## src/rtl/ctr_pkg.sv

```systemverilog
// Shared constants for the bounded up/down counter family.
package ctr_pkg;

    localparam int MODE_SAT  = 0;
    localparam int MODE_WRAP = 1;

    typedef enum logic {
        ST_HOLD = 1'b0,
        ST_RUN  = 1'b1
    } state_e;

endpackage

```

## src/rtl/mode_ctr_if.sv

```systemverilog
// Control/status bundle between a counter user (master) and mode_ctr (slave).
interface mode_ctr_if #(
    parameter int WIDTH = 3
) ();

    logic             ctr_rst;
    logic             en;
    logic             up;
    logic             load;
    logic [WIDTH-1:0] load_val;
    logic [WIDTH-1:0] out;
    logic             at_max;
    logic             at_min;
    logic             err;

    modport master (
        output ctr_rst, en, up, load, load_val,
        input  out, at_max, at_min, err
    );

    modport slave (
        input  ctr_rst, en, up, load, load_val,
        output out, at_max, at_min, err
    );

endinterface

```

## src/rtl/dff.sv

```systemverilog
// Single-bit flop with synchronous active-high clear.
module dff (
    input  logic clk,
    input  logic rst,
    input  logic d_i,
    output logic q_o
);

    logic q_q;

    always_ff @(posedge clk) begin
        if (rst) q_q <= 1'b0;
        else     q_q <= d_i;
    end

    assign q_o = q_q;

endmodule

```

## src/rtl/mode_ctr_next.sv

```systemverilog
// Combinational step of the counter: +/-1 with saturate or wrap at 0 and MAX.
module ctr_next
    import ctr_pkg::*;
#(
    parameter int WIDTH = 3,
    parameter int MAX   = 5,
    parameter int MODE  = MODE_SAT
) (
    input  logic [WIDTH-1:0] cur_i,
    input  logic             up_i,
    input  logic             en_i,
    output logic [WIDTH-1:0] nxt_o
);

    localparam logic [WIDTH-1:0] MAX_V = WIDTH'(MAX);
    localparam logic [WIDTH-1:0] ONE_V = WIDTH'(1);

    always_comb begin
        nxt_o = cur_i;
        if (en_i) begin
            if (up_i) begin
                if (cur_i == MAX_V) nxt_o = (MODE == MODE_WRAP) ? '0 : MAX_V;
                else                nxt_o = cur_i + ONE_V;
            end else begin
                if (cur_i == '0)    nxt_o = (MODE == MODE_WRAP) ? MAX_V : '0;
                else                nxt_o = cur_i - ONE_V;
            end
        end
    end

endmodule

```

## src/rtl/mode_ctr.sv

```systemverilog
// Bounded up/down counter with load clamp, sticky error and a one-cycle HOLD after reset.
module mode_ctr
    import ctr_pkg::*;
#(
    parameter int WIDTH = 3,
    parameter int MAX   = 5,
    parameter int MODE  = MODE_SAT
) (
    input  logic       clk,
    input  logic       rst,
    mode_ctr_if.slave  bus
);

    localparam logic [WIDTH-1:0] MAX_V = WIDTH'(MAX);

    logic [WIDTH-1:0] out_q, out_d, step_val;
    logic             err_q, err_d;
    state_e           state_q, state_d;
    logic             state_bit_q;

    ctr_next #(.WIDTH(WIDTH), .MAX(MAX), .MODE(MODE)) u_next (
        .cur_i (out_q),
        .up_i  (bus.up),
        .en_i  (bus.en),
        .nxt_o (step_val)
    );

    // Priority below rst (handled by the flops): clear, HOLD, load, step.
    always_comb begin
        state_d = ST_RUN;
        out_d   = out_q;
        err_d   = err_q;
        if (bus.ctr_rst) begin
            out_d = '0;
            err_d = 1'b0;
        end else if (state_q == ST_RUN) begin
            if (bus.load) begin
                if (bus.load_val > MAX_V) begin
                    out_d = MAX_V;
                    err_d = 1'b1;
                end else begin
                    out_d = bus.load_val;
                end
            end else begin
                out_d = step_val;
            end
        end
    end

    for (genvar g = 0; g < WIDTH; g++) begin : g_out
        dff u_out (.clk(clk), .rst(rst), .d_i(out_d[g]), .q_o(out_q[g]));
    end

    dff u_err   (.clk(clk), .rst(rst), .d_i(err_d),          .q_o(err_q));
    dff u_state (.clk(clk), .rst(rst), .d_i(logic'(state_d)), .q_o(state_bit_q));

    assign state_q    = state_e'(state_bit_q);
    assign bus.out    = out_q;
    assign bus.err    = err_q;
    assign bus.at_max = (out_q == MAX_V);
    assign bus.at_min = (out_q == '0);

endmodule

```

## src/flat_wrapper.sv

```systemverilog
// flat-port wrapper written by rule: the top's interface ports become plain ports
module mode_ctr_flat import ctr_pkg::*;
#(
    parameter int WIDTH = 3,
    parameter int MAX   = 5,
    parameter int MODE  = MODE_SAT
)
  (clk, rst, bus_ctr_rst, bus_en, bus_up, bus_load, bus_load_val, bus_out, bus_at_max, bus_at_min, bus_err);
  mode_ctr_if #(.WIDTH(WIDTH)) bus_i ();
  input  logic clk;
  input  logic rst;
  input wire logic [$bits(bus_i.ctr_rst)-1:0] bus_ctr_rst;
  input wire logic [$bits(bus_i.en)-1:0] bus_en;
  input wire logic [$bits(bus_i.up)-1:0] bus_up;
  input wire logic [$bits(bus_i.load)-1:0] bus_load;
  input wire logic [$bits(bus_i.load_val)-1:0] bus_load_val;
  output wire logic [$bits(bus_i.out)-1:0] bus_out;
  output wire logic [$bits(bus_i.at_max)-1:0] bus_at_max;
  output wire logic [$bits(bus_i.at_min)-1:0] bus_at_min;
  output wire logic [$bits(bus_i.err)-1:0] bus_err;
  assign bus_i.ctr_rst = bus_ctr_rst;
  assign bus_i.en = bus_en;
  assign bus_i.up = bus_up;
  assign bus_i.load = bus_load;
  assign bus_i.load_val = bus_load_val;
  assign bus_out = bus_i.out;
  assign bus_at_max = bus_i.at_max;
  assign bus_at_min = bus_i.at_min;
  assign bus_err = bus_i.err;
  mode_ctr #(.WIDTH(WIDTH), .MAX(MAX), .MODE(MODE)) u_core (.clk(clk), .rst(rst), .bus(bus_i));
endmodule
```

## config.mk

```make
export PLATFORM = sky130hd
export DESIGN_NAME = mode_ctr_flat
export DESIGN_NICKNAME = d
export VERILOG_FILES = /design/src/rtl/ctr_pkg.sv /design/src/rtl/mode_ctr_if.sv /design/src/rtl/dff.sv /design/src/rtl/mode_ctr_next.sv /design/src/rtl/mode_ctr.sv /design/src/flat_wrapper.sv
export SDC_FILE = /design/constraint.sdc
export NUM_CORES = 1
export LEC_CHECK = 0
export BUFFER_PORTS_ARGS = -buffer_cell sky130_fd_sc_hd__buf_2
export CELL_PAD_IN_SITES_DETAIL_PLACEMENT = 0
export CELL_PAD_IN_SITES_GLOBAL_PLACEMENT = 1
export CORE_MARGIN = 2
export CORE_UTILIZATION = 27
export CTS_CLUSTER_SIZE = 8
export DETAILED_ROUTE_END_ITERATION = 7
export GPL_TIMING_DRIVEN = 0
export PLACE_DENSITY_LB_ADDON = 0.1
export SLEW_MARGIN = 40
export SYNTH_ARGS = -nofsm -noshare
export SYNTH_HDL_FRONTEND = slang
export SYNTH_SLANG_ARGS = --single-unit
```

## constraint.sdc

```tcl
create_clock -name clk -period 0.99 [get_ports clk]
set_input_delay 0 -clock clk [delete_from_list [all_inputs] [get_ports clk]]
set_output_delay 0 -clock clk [all_outputs]
set_load 0.02 [all_outputs]
```

==> impl_results.md, run 1 <==
- Proportion of synthesized area in mux cells: 0
- Largest net degree at the start of global routing: 10
- Routability cong.: 0.750
- DR vias/cell: 4.93
- Number of cell rows: 13
- Post-Synthesis Cells: 48
- Period utilization: 1.06
- Inserted Diodes: 0
- Placed Cells: 77
- Tmin final: 1050 ps
- Setup crit start kind: register
- Multi-input logic area: 233 sq um
- Filler instances: 140
- Worst min path class: input port to register
- Critical Path Fanout Max: 5
- Synth unique cells: 30
- Xor and xnor fraction of the mapped netlist area: 0
- Post-synth ARST share: 0
- Final nets: 79
- Setup repair bufs after CTS: 0
- Slew @ Worst Pin: 231 ps
- Post-synthesis cell area: 370 sq um
- Sequential cell area: 104 sq um
- Mean Syn Cell Area: 7.72 sq um
- Initial antenna violation count: 0
- Final Hold Fails: 0
- CTS max path bufs: 2
- EDFF count, synth: 0
- Final WL: 931 um
- Clk_skew: 1.30 ps
- CORE AREA: 0.00128 sq mm
- Htree depth: 1
- Status: finished with violations
- # DRC: 0
- Number of port buffers: 14
- Starting DRT DRC Count: 10
- HPWL after DPL: 653 um
- Syn_nets: 57
- Clk sinks: 5
- Failing checks: setup timing
- Ys flop type: dfxtp_1
- GR Util All Layers: 0.146
- # IOs: 15
- CTS root buf: clkbuf_4
- Clk slew on worst S/H paths: 50 ps
- MaxCap Viol Count: 0
- Die X: 41.0 um
- Post-route insts no fill: 84
- Setup ws final: -63.0 ps
- Final instance area: 544 sq um
- Post-synthesis register bit count: 5
- Die area: 0.00168 sq mm
- Power per cell area: 1060 mW/mm^2
- Rel. slew slack: 0.845
- Fmax: 950 MHz
- Simple-gate share of the synthesized area: 0.270
- WS Path Type: register to register
- Pins Over Slew Limit: 0
- Die H: 41.0 um
- First-pass GRT wire length: 1570 um
- Layout cell share with drive strength beyond 1: 0.464
- RSZ-0062 raised after global routing: true
- Leakage power: 0.248 nW
- Vias in the first global route: 379
- Top-count cell post-synth: dfxtp_1
- Share of the synthesized area in the top cell type: 0.270
- Clock latency at the later pin of the worst-skew pair: 240 ps
- Total CTS buffers: 3
- Vias: 414
- 1st-pass router iterations: 4
- Synth Area in Compound Gates: 0.311
- Initial Utilization: 0.288
- Yosys warns: 0
- Crit end category: register
- Largest family of logic cells by synthesized area: compound AO/OA/AOI/OAI gates
- CP arrival: 1180 ps
- Grt ovf: 0
- CTS tree: built
- Most frequent cells after synthesis: dfxtp_1, nor2_1, buf_4, inv_1, nand2_1
- Post-route ant nets: 0
- Max IR drop VDD: 0.565 mV
- Setup violators final: 3
- Post-synthesis sequential area ratio: 0.270
- Largest area contributor in the netlist: dfxtp_1
- Area Growth Syn to Fin: 47.0%
- Required @ worst endpoint: 1120 ps
- Adder-Cell Fraction of Synth Area: 0
- Main area contributors after synthesis: dfxtp_1, buf_4, a211oi_1
- Area of placed instances: 465 sq um
- Wire length per cell: 11.1 um
[layer usage]
metal  share of wire  global-route usage  up-vias
met2            0.42               0.215       16
li1                -                   -      215
met3           0.059              0.0163        2
met4           0.012               0.125        0
met5               0                   0        -
met1            0.51               0.185      181
[stage by stage]
| step | TNS (ps) | utilization | worst slack, ps | hold WS [ps] | total power [mW] |
|---|---|---|---|---|---|
| floorplan | -39.0 | - | -38.8 | 56.5 | 0.277 |
| global placement | -220 | 0.362 | -101 | 175 | 0.323 |
| detailed placement | -155 | 0.362 | -92.6 | 180 | 0.320 |
| CTS | -160 | 0.422 | -70.0 | 43.9 | 0.585 |
| global route | -396 | 0.424 | -98.4 | 68.4 | 0.618 |
| finish | -128 | 0.424 | -63.0 | 50.4 | 0.576 |
[report_power, final]
part           internal (mW)  total (mW)  switching, mW
Clock                  0.153       0.242         0.0894
Sequential             0.209       0.216        0.00695
Combinational         0.0563       0.118         0.0614
[worst max-delay path, cell delays in order (launching register included)]
cell	delay [ps]
dfxtp_2	320
buf_6	120
nor2_4	90
o31ai_2	60
o311a_1	340
[final cells by class]
cell class / count / area share
multi-input combinational: 34 / 0.428
tap: 15 / 0.0345
inverter: 3 / 0.0207
clock buffer: 4 / 0.0483
timing repair buffer: 17 / 0.175
sequential: 5 / 0.191
buffer: 6 / 0.103
[flip-flops by register name, indices dropped and copies added (netlist names)]
signal	cells
u_core.u_state.q_o	1
u_core.u_err.q_o	1
u_core.g_out.u_out.q_o	3
[cells in the final DEF (no fill, tap or decap), types with 3 or more instances in the layout]
master | netlist | routed
nor2_1 | 4 | 4
inv_1 | 3 | 3
buf_4 | 3 | 5
clkbuf_4 | 0 | 3
buf_6 | 1 | 3
buf_2 | 2 | 14
nand2_1 | 3 | 3
dfxtp_2 | 0 | 3
[kinds of logic after synthesis]
kind of cell | Yosys count
buf+inv | 9
compound gates | 16
simple gates | 18
flops | 5
[final timing paths]
| kind | to | from | slack, ps | depth (start not counted) |
|---|---|---|---|---|
| worst min register to register | u_core.u_err.q_o | u_core.u_err.q_o | 470 | 2 |
| worst max-delay path | u_core.g_out[0].u_out.q_o | u_core.g_out[1].u_out.q_o | -60 | 4 |
| worst max register to register | u_core.g_out[0].u_out.q_o | u_core.g_out[1].u_out.q_o | -60 | 4 |
| worst min-delay path | u_core.g_out[0].u_out.q_o | bus_ctr_rst | 50 | 3 |
[repair_timing]
item | CTS | global route
hold buffers | 1 | 0
endpoints found under the setup margin | 5 | 5
hold endpoints to repair | 1 | 0
gates resized for setup | 11 | 1
pin swaps | 4 | 1
cloned | 2 | 0
Power figures use the tool's default switching activity.
==> run 2, diff against run 1 <==
--- a/config.mk
+++ b/config.mk
@@ -9,7 +9,7 @@
 export CELL_PAD_IN_SITES_DETAIL_PLACEMENT = 0
 export CELL_PAD_IN_SITES_GLOBAL_PLACEMENT = 1
 export CORE_MARGIN = 2
-export CORE_UTILIZATION = 27
+export CORE_UTILIZATION = 28
 export CTS_CLUSTER_SIZE = 8
 export DETAILED_ROUTE_END_ITERATION = 7
 export GPL_TIMING_DRIVEN = 0
@@ -17,4 +17,5 @@
 export SLEW_MARGIN = 40
 export SYNTH_ARGS = -nofsm -noshare
 export SYNTH_HDL_FRONTEND = slang
+export SYNTH_HIERARCHICAL = 1
 export SYNTH_SLANG_ARGS = --single-unit
==> run 2 against run 1 <==
Against the previous run: the flow still finishes with violations (setup timing); die area up 1.8%; count of clock-buffer cells in the layout unchanged; power up 0.56%; highest routed layer unchanged; first-iteration DRC count down 10%; critical path type unchanged; clock skew up 3.3 ps; critical endpoint is now u_core/g_out[0].u_out/q_o.
==> impl_results.md, run 2 <==
- CP max stage cell: or3_4
- Mean Syn Cell Area: 8.51 sq um (+10%)
- Max IR drop VDD: 0.708 mV (+25%)
- # IOs: 15 (unchanged)
- Largest net degree at the start of global routing: 8 (-2)
- Fmax: 703 MHz (-26%)
- Cell mode on critical path: a21oi_2
- Die X: 41.4 um (+0.89%)
- Tmin final: 1420 ps (+370 ps)
- Clk_skew: 4.57 ps (+3.27 ps)
- Vias in the first global route: 370 (-2.4%)
- MaxCap Viol Count: 0 (unchanged)
- Most frequent cells in the layout: buf_2, buf_4, nor2b_4
- Initial Utilization: 0.301 (+0.0127)
- Main area contributors after synthesis: dfxtp_1, nor2b_4, mux2i_1
- Largest area contributor in the netlist: dfxtp_1
- R2R Path End: u_core/g_out[0].u_out/q_o
- 1st-pass router iterations: 4 (unchanged)
- Setup ws final: -433 ps (-370 ps)
- Post-synth ARST share: 0 (unchanged)
- WS Path Type: register to register
- Initial antenna violation count: 0 (unchanged)
- Post-route ant nets: 0 (unchanged)
- HPWL after DPL: 580 um (-11%)
- Max FFs per register: 3 (unchanged)
- Layout cell share with drive strength beyond 1: 0.606 (+0.142)
- # DRC: 0 (unchanged)
- Clk slew on worst S/H paths: 40 ps (about the same)
- Critical Path Sink: u_core/g_out[0].u_out/q_o
- Final instance area: 616 sq um (+13%)
- R2R depth: 7 (+3)
- Most frequent cells after synthesis: dfxtp_1, nor2b_4, nor2_1
- CP arrival: 1550 ps (+370 ps)
- Syn_nets: 55 (-3.5%)
- Filler instances: 136 (-2.9%)
- Setup crit start kind: register
- CORE AREA: 0.00130 sq mm (+1.3%)
- Clock latency at the later pin of the worst-skew pair: 240 ps (about the same)
- Total CTS buffers: 3 (unchanged)
- GR Util All Layers: 0.113 (-0.0326)
- Yosys warns: 6 (+6)
- Crit end category: register
- Power per cell area: 941 mW/mm^2 (-11%)
- Share of the synthesized area in the top cell type: 0.256 (-0.0147)
- Period utilization: 1.44 (+0.374)
- DR vias/cell: 4.79 (-2.8%)
- Synth unique cells: 26 (-13%)
- Ys flop type: dfxtp_1
- Reg2Reg Launch Point: u_core/g_out[1].u_out/q_o
- Area of placed instances: 489 sq um (+5.1%)
- First-pass GRT wire length: 1440 um (-7.9%)
- Failing checks: setup timing
- Starting DRT DRC Count: 9 (-1)
- EDFF count, synth: 0 (unchanged)
- Grt ovf: 0 (unchanged)
- Post-synthesis cell area: 392 sq um (+5.7%)
- Routability cong.: 0.716 (-4.5%)
- Leakage power: 0.264 nW (+6.4%)
- Wire length per cell: 10.9 um (-1.3%)
- RSZ-0062 raised after global routing: true
- Final Hold Fails: 0 (unchanged)
- Vias: 412 (-0.48%)
- Critical Path Fanout Max: 3 (-2)
- Post-synthesis register bit count: 5 (unchanged)
- Leading cell type in the layout, fill and taps excluded: buf_2
- Crit path largest cell delay: 380 ps (+40 ps)
- Post-Synthesis Cells: 46 (-4.2%)
- Hold slack: 79.4 ps (+29.0 ps)
- Final WL: 941 um (+1.1%)
- Hold Startpoint: rst
- Htree depth: 1 (unchanged)
- Area Growth Syn to Fin: 57.2%
- Clk sinks: 5 (unchanged)
- Number of cell rows: 13 (unchanged)
- Sequential cell area: 111 sq um (+7.2%)
- Flop2flop setup slack: -430 ps (-370 ps)
- Number of port buffers: 14 (unchanged)
- Multi-input logic area: 313 sq um (+34%)
- Final nets: 81 (+2.5%)
- Setup violators final: 5 (+2)
- Status: finished with violations
- Die area: 0.00171 sq mm (+1.8%)
- Pre-CTS WS: -451 ps (-358 ps)
- Required @ worst endpoint: 1120 ps (about the same)
- Die H: 41.4 um (+0.89%)
- Post-synthesis sequential area ratio: 0.256 (-0.0147)
- Worst min path class: input port to register
- Pins Over Slew Limit: 0 (unchanged)
- CTS tree: built
- Crit path launch: u_core/g_out[1].u_out/q_o
- CTS root buf: clkbuf_4
- Inserted Diodes: 0 (unchanged)
- CTS max path bufs: 2 (unchanged)
- Worst path cell trace: or3_4 -> a21oi_2 -> a31oi_1 -> o21ai_1 -> a31o_1 -> a21oi_2 -> nor2b_4
==> run 2: what timing repair did <==
action,CTS,global route
hold buffers,0,0
gates resized for setup,7,5
setup buffers,6,1
pin swaps,3,3
endpoints found under the setup margin,3,5
==> run 2: report_power, final <==
part	switching [mW]	total, mW	internal, mW
registers	0.00973	0.213	0.203
logic	0.0679	0.136	0.0678
clock network	0.0785	0.231	0.152
==> run 2: routing by layer <==
| metal | vias up | GRT usage | share of wire |
|---|---|---|---|
| met2 | 5 | 0.181 | 0.52 |
| met5 | - | 0 | 0 |
| met1 | 187 | 0.113 | 0.42 |
| met3 | 4 | 0.0304 | 0.021 |
| li1 | 216 | - | - |
| met4 | 0 | 0.116 | 0.036 |
==> run 2: final cells by class <==
cell class / count / area share
Multi-Input combinational cell: 38 / 0.508
Clock buffer: 4 / 0.0427
Sequential cell: 5 / 0.181
Timing Repair Buffer: 21 / 0.220
Tap cell: 15 / 0.0305
Inverter: 3 / 0.0183
==> run 2: metrics by stage <==
| step | instances | power, mW | util | TNS (ps) |
|---|---|---|---|---|
| floorplan | 46 | 0.276 | - | -1000 |
| global placement | 75 | 0.328 | 0.376 | -1320 |
| detailed placement | 75 | 0.326 | 0.376 | -1210 |
| CTS | 85 | 0.578 | 0.450 | -1250 |
| global route | 86 | 0.620 | 0.473 | -1640 |
| finish | 86 | 0.579 | 0.473 | -1250 |
==> run 2: worst min path at each step <==
stage,endpoint,slack (ps),depth (start not counted)
5_1_grt,u_core/g_out[2].u_out/q_o,80,2
3_3_place_gp,u_core/g_out[0].u_out/q_o,330,3
2_1_floorplan,u_core/g_out[0].u_out/q_o,60,1
6_report,u_core/g_out[0].u_out/q_o,80,2
3_5_place_dp,u_core/g_out[0].u_out/q_o,320,3
4_1_cts,u_core/g_out[0].u_out/q_o,70,3
==> run 2: logic make-up (layout without fill, tap and decap cells) <==
logic type	count (synthesis)	after routing	share of synthesized area
AOI/OAI and AO/OA	12	12	0.220
DFF	5	5	0.256
other	1	1	0.00958
buffers and inverters	3	28	0.0288
xor gates and xnor gates	1	1	0.0224
muxes	2	2	0.0511
and+or+nand+nor	22	22	0.412
==> run 2: critical path, delay by kind of cell (launching register included) <==
family	cells	cell delay [ps]
AO/OA/AOI/OAI	5	490
flip-flops	1	330
AND/OR/NAND/NOR	2	490
==> run 3, diff against run 2 <==
--- a/config.mk
+++ b/config.mk
@@ -5,14 +5,16 @@
 export SDC_FILE = /design/constraint.sdc
 export NUM_CORES = 1
 export LEC_CHECK = 0
+export ABC_AREA = 1
 export BUFFER_PORTS_ARGS = -buffer_cell sky130_fd_sc_hd__buf_2
 export CELL_PAD_IN_SITES_DETAIL_PLACEMENT = 0
 export CELL_PAD_IN_SITES_GLOBAL_PLACEMENT = 1
 export CORE_MARGIN = 2
-export CORE_UTILIZATION = 28
+export CORE_UTILIZATION = 26
 export CTS_CLUSTER_SIZE = 8
 export DETAILED_ROUTE_END_ITERATION = 7
 export GPL_TIMING_DRIVEN = 0
+export HOLD_SLACK_MARGIN = 0.15
 export PLACE_DENSITY_LB_ADDON = 0.1
 export SLEW_MARGIN = 40
 export SYNTH_ARGS = -nofsm -noshare
==> run 3 against run 2 <==
Against the previous run: the run still ends with setup timing left; sequential power barely moved; clock power barely moved; area after synthesis rose by 6.4%; register-to-register slack improved by 210 ps; sequential share of layout area rose by 1.1 points; global-route usage fell by 1.0 points; critical path type unchanged; largest cell class unchanged.
==> impl_results.md, run 3 <==
- Status: finished with violations
- Failing checks: setup timing
- Fmax: 828 MHz (+18%)
- Yosys warns: 6 (unchanged)
- CTS root buf: clkbuf_4
- Setup crit start kind: register
- Number of port buffers: 14 (unchanged)
- Post-Synthesis Cells: 75 (+63%)
- Top-count cell post-synth: nand2_1
- CTS max path bufs: 2 (unchanged)
- Period utilization: 1.22 (-0.217)
- Hold Path Stages: 2 (unchanged)
- GR Util All Layers: 0.103 (-0.0103)
- Number of cell rows: 14 (+1)
- Post-synth ARST share: 0 (unchanged)
- Placed Cells: 105 (+40%)
- Syn_nets: 84 (+53%)
- Most frequent cells in the layout: nand2_1, inv_1, buf_2
- Die area: 0.00194 sq mm (+13%)
- Grt ovf: 0 (unchanged)
- Largest net degree at the start of global routing: 12 (+4)
- MaxCap Viol Count: 0 (unchanged)
- # IOs: 15 (unchanged)
- Clk sinks: 5 (unchanged)
- Total CTS buffers: 3 (unchanged)
- Post-route insts no fill: 111 (+29%)
- Final WL: 919 um (-2.3%)
- Clk_skew: 0.995 ps (-3.57 ps)
- Final Hold Fails: 0 (unchanged)
- Leakage power: 0.318 nW (+20%)
- Setup ws final: -218 ps (+215 ps)
- EDFF count, synth: 0 (unchanged)
- Hold Startpoint: rst
- Reg2Reg Launch Point: u_core/g_out[0].u_out/q_o
- Final instance area: 579 sq um (-5.9%)
- Largest area contributor in the netlist: dfxtp_1
- Htree depth: 1 (unchanged)
- Int Pwr: 0.402 mW (-4.9%)
- CTS tree: built
- Clock power frac: 0.413 (+0.015)
- Flop2flop setup slack: -220 ps (+210 ps)
- Crit path largest cell delay: 330 ps (-50 ps)
- Area of placed instances: 520 sq um (+6.4%)
- Starting DRT DRC Count: 3 (-6)
- WS Path Type: register to register
- Initial Utilization: 0.277 (-0.0244)
- Leading cell type in the layout, fill and taps excluded: nand2_1
- Required @ worst endpoint: 1120 ps (about the same)
- Pins Over Slew Limit: 0 (unchanged)
- Layout cell share with drive strength beyond 1: 0.358 (-0.248)
- Most frequent cells after synthesis: nand2_1, inv_1, nand3_1, nor2_1, nor2_2
- Critical Path Sink: u_core/g_out[0].u_out/q_o
- First-pass GRT wire length: 1490 um (+3.3%)
- 1st-pass router iterations: 2 (-2)
- Max FFs per register: 3 (unchanged)
- Post-synthesis cell area: 417 sq um (+6.4%)
- R2R Path End: u_core/g_out[0].u_out/q_o
- Initial antenna violation count: 0 (unchanged)
- Pre-CTS WS: -240 ps (+211 ps)
- Vias: 486 (+18%)
- Post-synthesis register bit count: 5 (unchanged)
- Inserted Diodes: 0 (unchanged)
- Power per cell area: 959 mW/mm^2 (+2.0%)
- Setup violators final: 4 (-1)
- Hold slack: 2.24 ps (-77.1 ps)
- Crit end category: register
- Worst min path class: input port to register
- Clock latency at the later pin of the worst-skew pair: 240 ps (about the same)
- Synth unique cells: 14 (-46%)
- CP max stage cell: dfxtp_4
- Post-route ant nets: 0 (unchanged)
- DR vias/cell: 4.38 (-8.6%)
- Die X: 44.0 um (+6.4%)
- Worst path cell trace: buf_6 -> nor2_4 -> nand3_2 -> nand3_2 -> nand2_1 -> nor2_1 -> nor2_1 -> nand2_1 -> a21oi_2 -> inv_1 -> nor2_2
- Critical Path Fanout Max: 8 (+5)
- Main area contributors after synthesis: dfxtp_1, nand2_1, inv_1
- Routability cong.: 0.782 (+9.2%)
- Tmin final: 1210 ps (-215 ps)
- Setup TNS: -690 ps (+565 ps)
- Sw Pwr: 0.154 mW (-1.6%)
- Max IR drop VDD: 0.574 mV (-19%)
- Mean Syn Cell Area: 5.56 sq um (-35%)
- Crit path launch: u_core/g_out[0].u_out/q_o
- Final nets: 105 (+30%)
- Area Growth Syn to Fin: 39.0%
- Reg power frac: 0.380 (+0.013)
- Post-synthesis sequential area ratio: 0.240 (-0.0154)
- Vias in the first global route: 399 (+7.8%)
- RSZ-0062 raised after global routing: true
- Die H: 44.0 um (+6.4%)
- Ys flop type: dfxtp_1
- R2R depth: 11 (+4)
- Hold_buf cts: 1 (+1)
- Share of the synthesized area in the top cell type: 0.240 (-0.0154)
- Sw Ratio: 0.276 (+0.00676)
- CP arrival: 1340 ps (-210 ps)
- # DRC: 0 (unchanged)
- HPWL after DPL: 720 um (+24%)
- Wire length per cell: 8.28 um (-24%)
- Clk slew on worst S/H paths: 40 ps (about the same)
- Comb pwr share: 0.207 (-0.027)
- CORE AREA: 0.00151 sq mm (+16%)
==> run 3: cell count changes in the layout (fill, tap and decap cells not counted), sizes merged, moves of 2 or more <==
cell / before / now
nand3: 2 / 11
nor2b: 5 / 0
nand2: 3 / 19
nor2: 4 / 12
nand2b: 2 / 0
mux2i: 2 / 0
nand4: 0 / 2
buf: 21 / 16
inv: 3 / 17
==> run 3: kinds of logic after synthesis <==
kind of cell / after synthesis / synth area share
buffers and inverters: 18 / 0.180
AOI/OAI and AO/OA: 5 / 0.0691
DFF: 5 / 0.240
other: 1 / 0.00900
and+or+nand+nor: 46 / 0.502
==> run 3: cell type report <==
type	instances	area, sq um
sequential	5	111
inverter	17	63.8
tap	16	20.0
fill	171	927
multi-input combinational	52	256
clock buffer	4	26.3
buffer	1	11.3
timing repair buffer	16	90.1
==> run 3: timing repair <==
item	4_1_cts	5_1_grt
pin swaps	1	2
hold endpoints to repair	5	4
setup buffers	1	0
resized for setup	0	6
setup endpoints to repair	4	5
==> run 3: how the worst min path moves through the flow <==
stage / to
floorplan: u_core/g_out[0].u_out/q_o
global placement: u_core/g_out[1].u_out/q_o
detailed placement: u_core/g_out[1].u_out/q_o
CTS: u_core/g_out[1].u_out/q_o
global route: u_core/g_out[0].u_out/q_o
finish: u_core/g_out[1].u_out/q_o
==> run 3: stage by stage <==
| step | util | total power, mW |
|---|---|---|
| 6_report | 0.385 | 0.556 |
| 2_1_floorplan | - | 0.280 |
| 3_5_place_dp | 0.346 | 0.324 |
| 4_1_cts | 0.375 | 0.569 |
| 3_3_place_gp | 0.346 | 0.326 |
| 5_1_grt | 0.385 | 0.602 |
==> run 3: power groups by stage <==
stage	clock network (mW)	registers (mW)	logic, mW
global route	0.259	0.212	0.131
global placement	0	0.218	0.108
finish	0.229	0.211	0.115
floorplan	0	0.220	0.0599
detailed placement	0	0.218	0.106
CTS	0.244	0.213	0.112
==> run 3: worst max-delay path: cells and delay by family (launching register included) <==
| family | cells | cell delay [ps] |
|---|---|---|
| buffers and inverters | 2 | 190 |
| AOI/OAI and AO/OA | 1 | 50 |
| and+or+nand+nor | 8 | 510 |
| DFF | 1 | 330 |
==> run 3: layer usage <==
layer,routed length [um],vias up,global-route usage
li1,-,270,-
met1,428,209,0.127
met2,461,5,0.165
met3,11,2,0.0122
met4,18,0,0.0727
met5,0,-,0
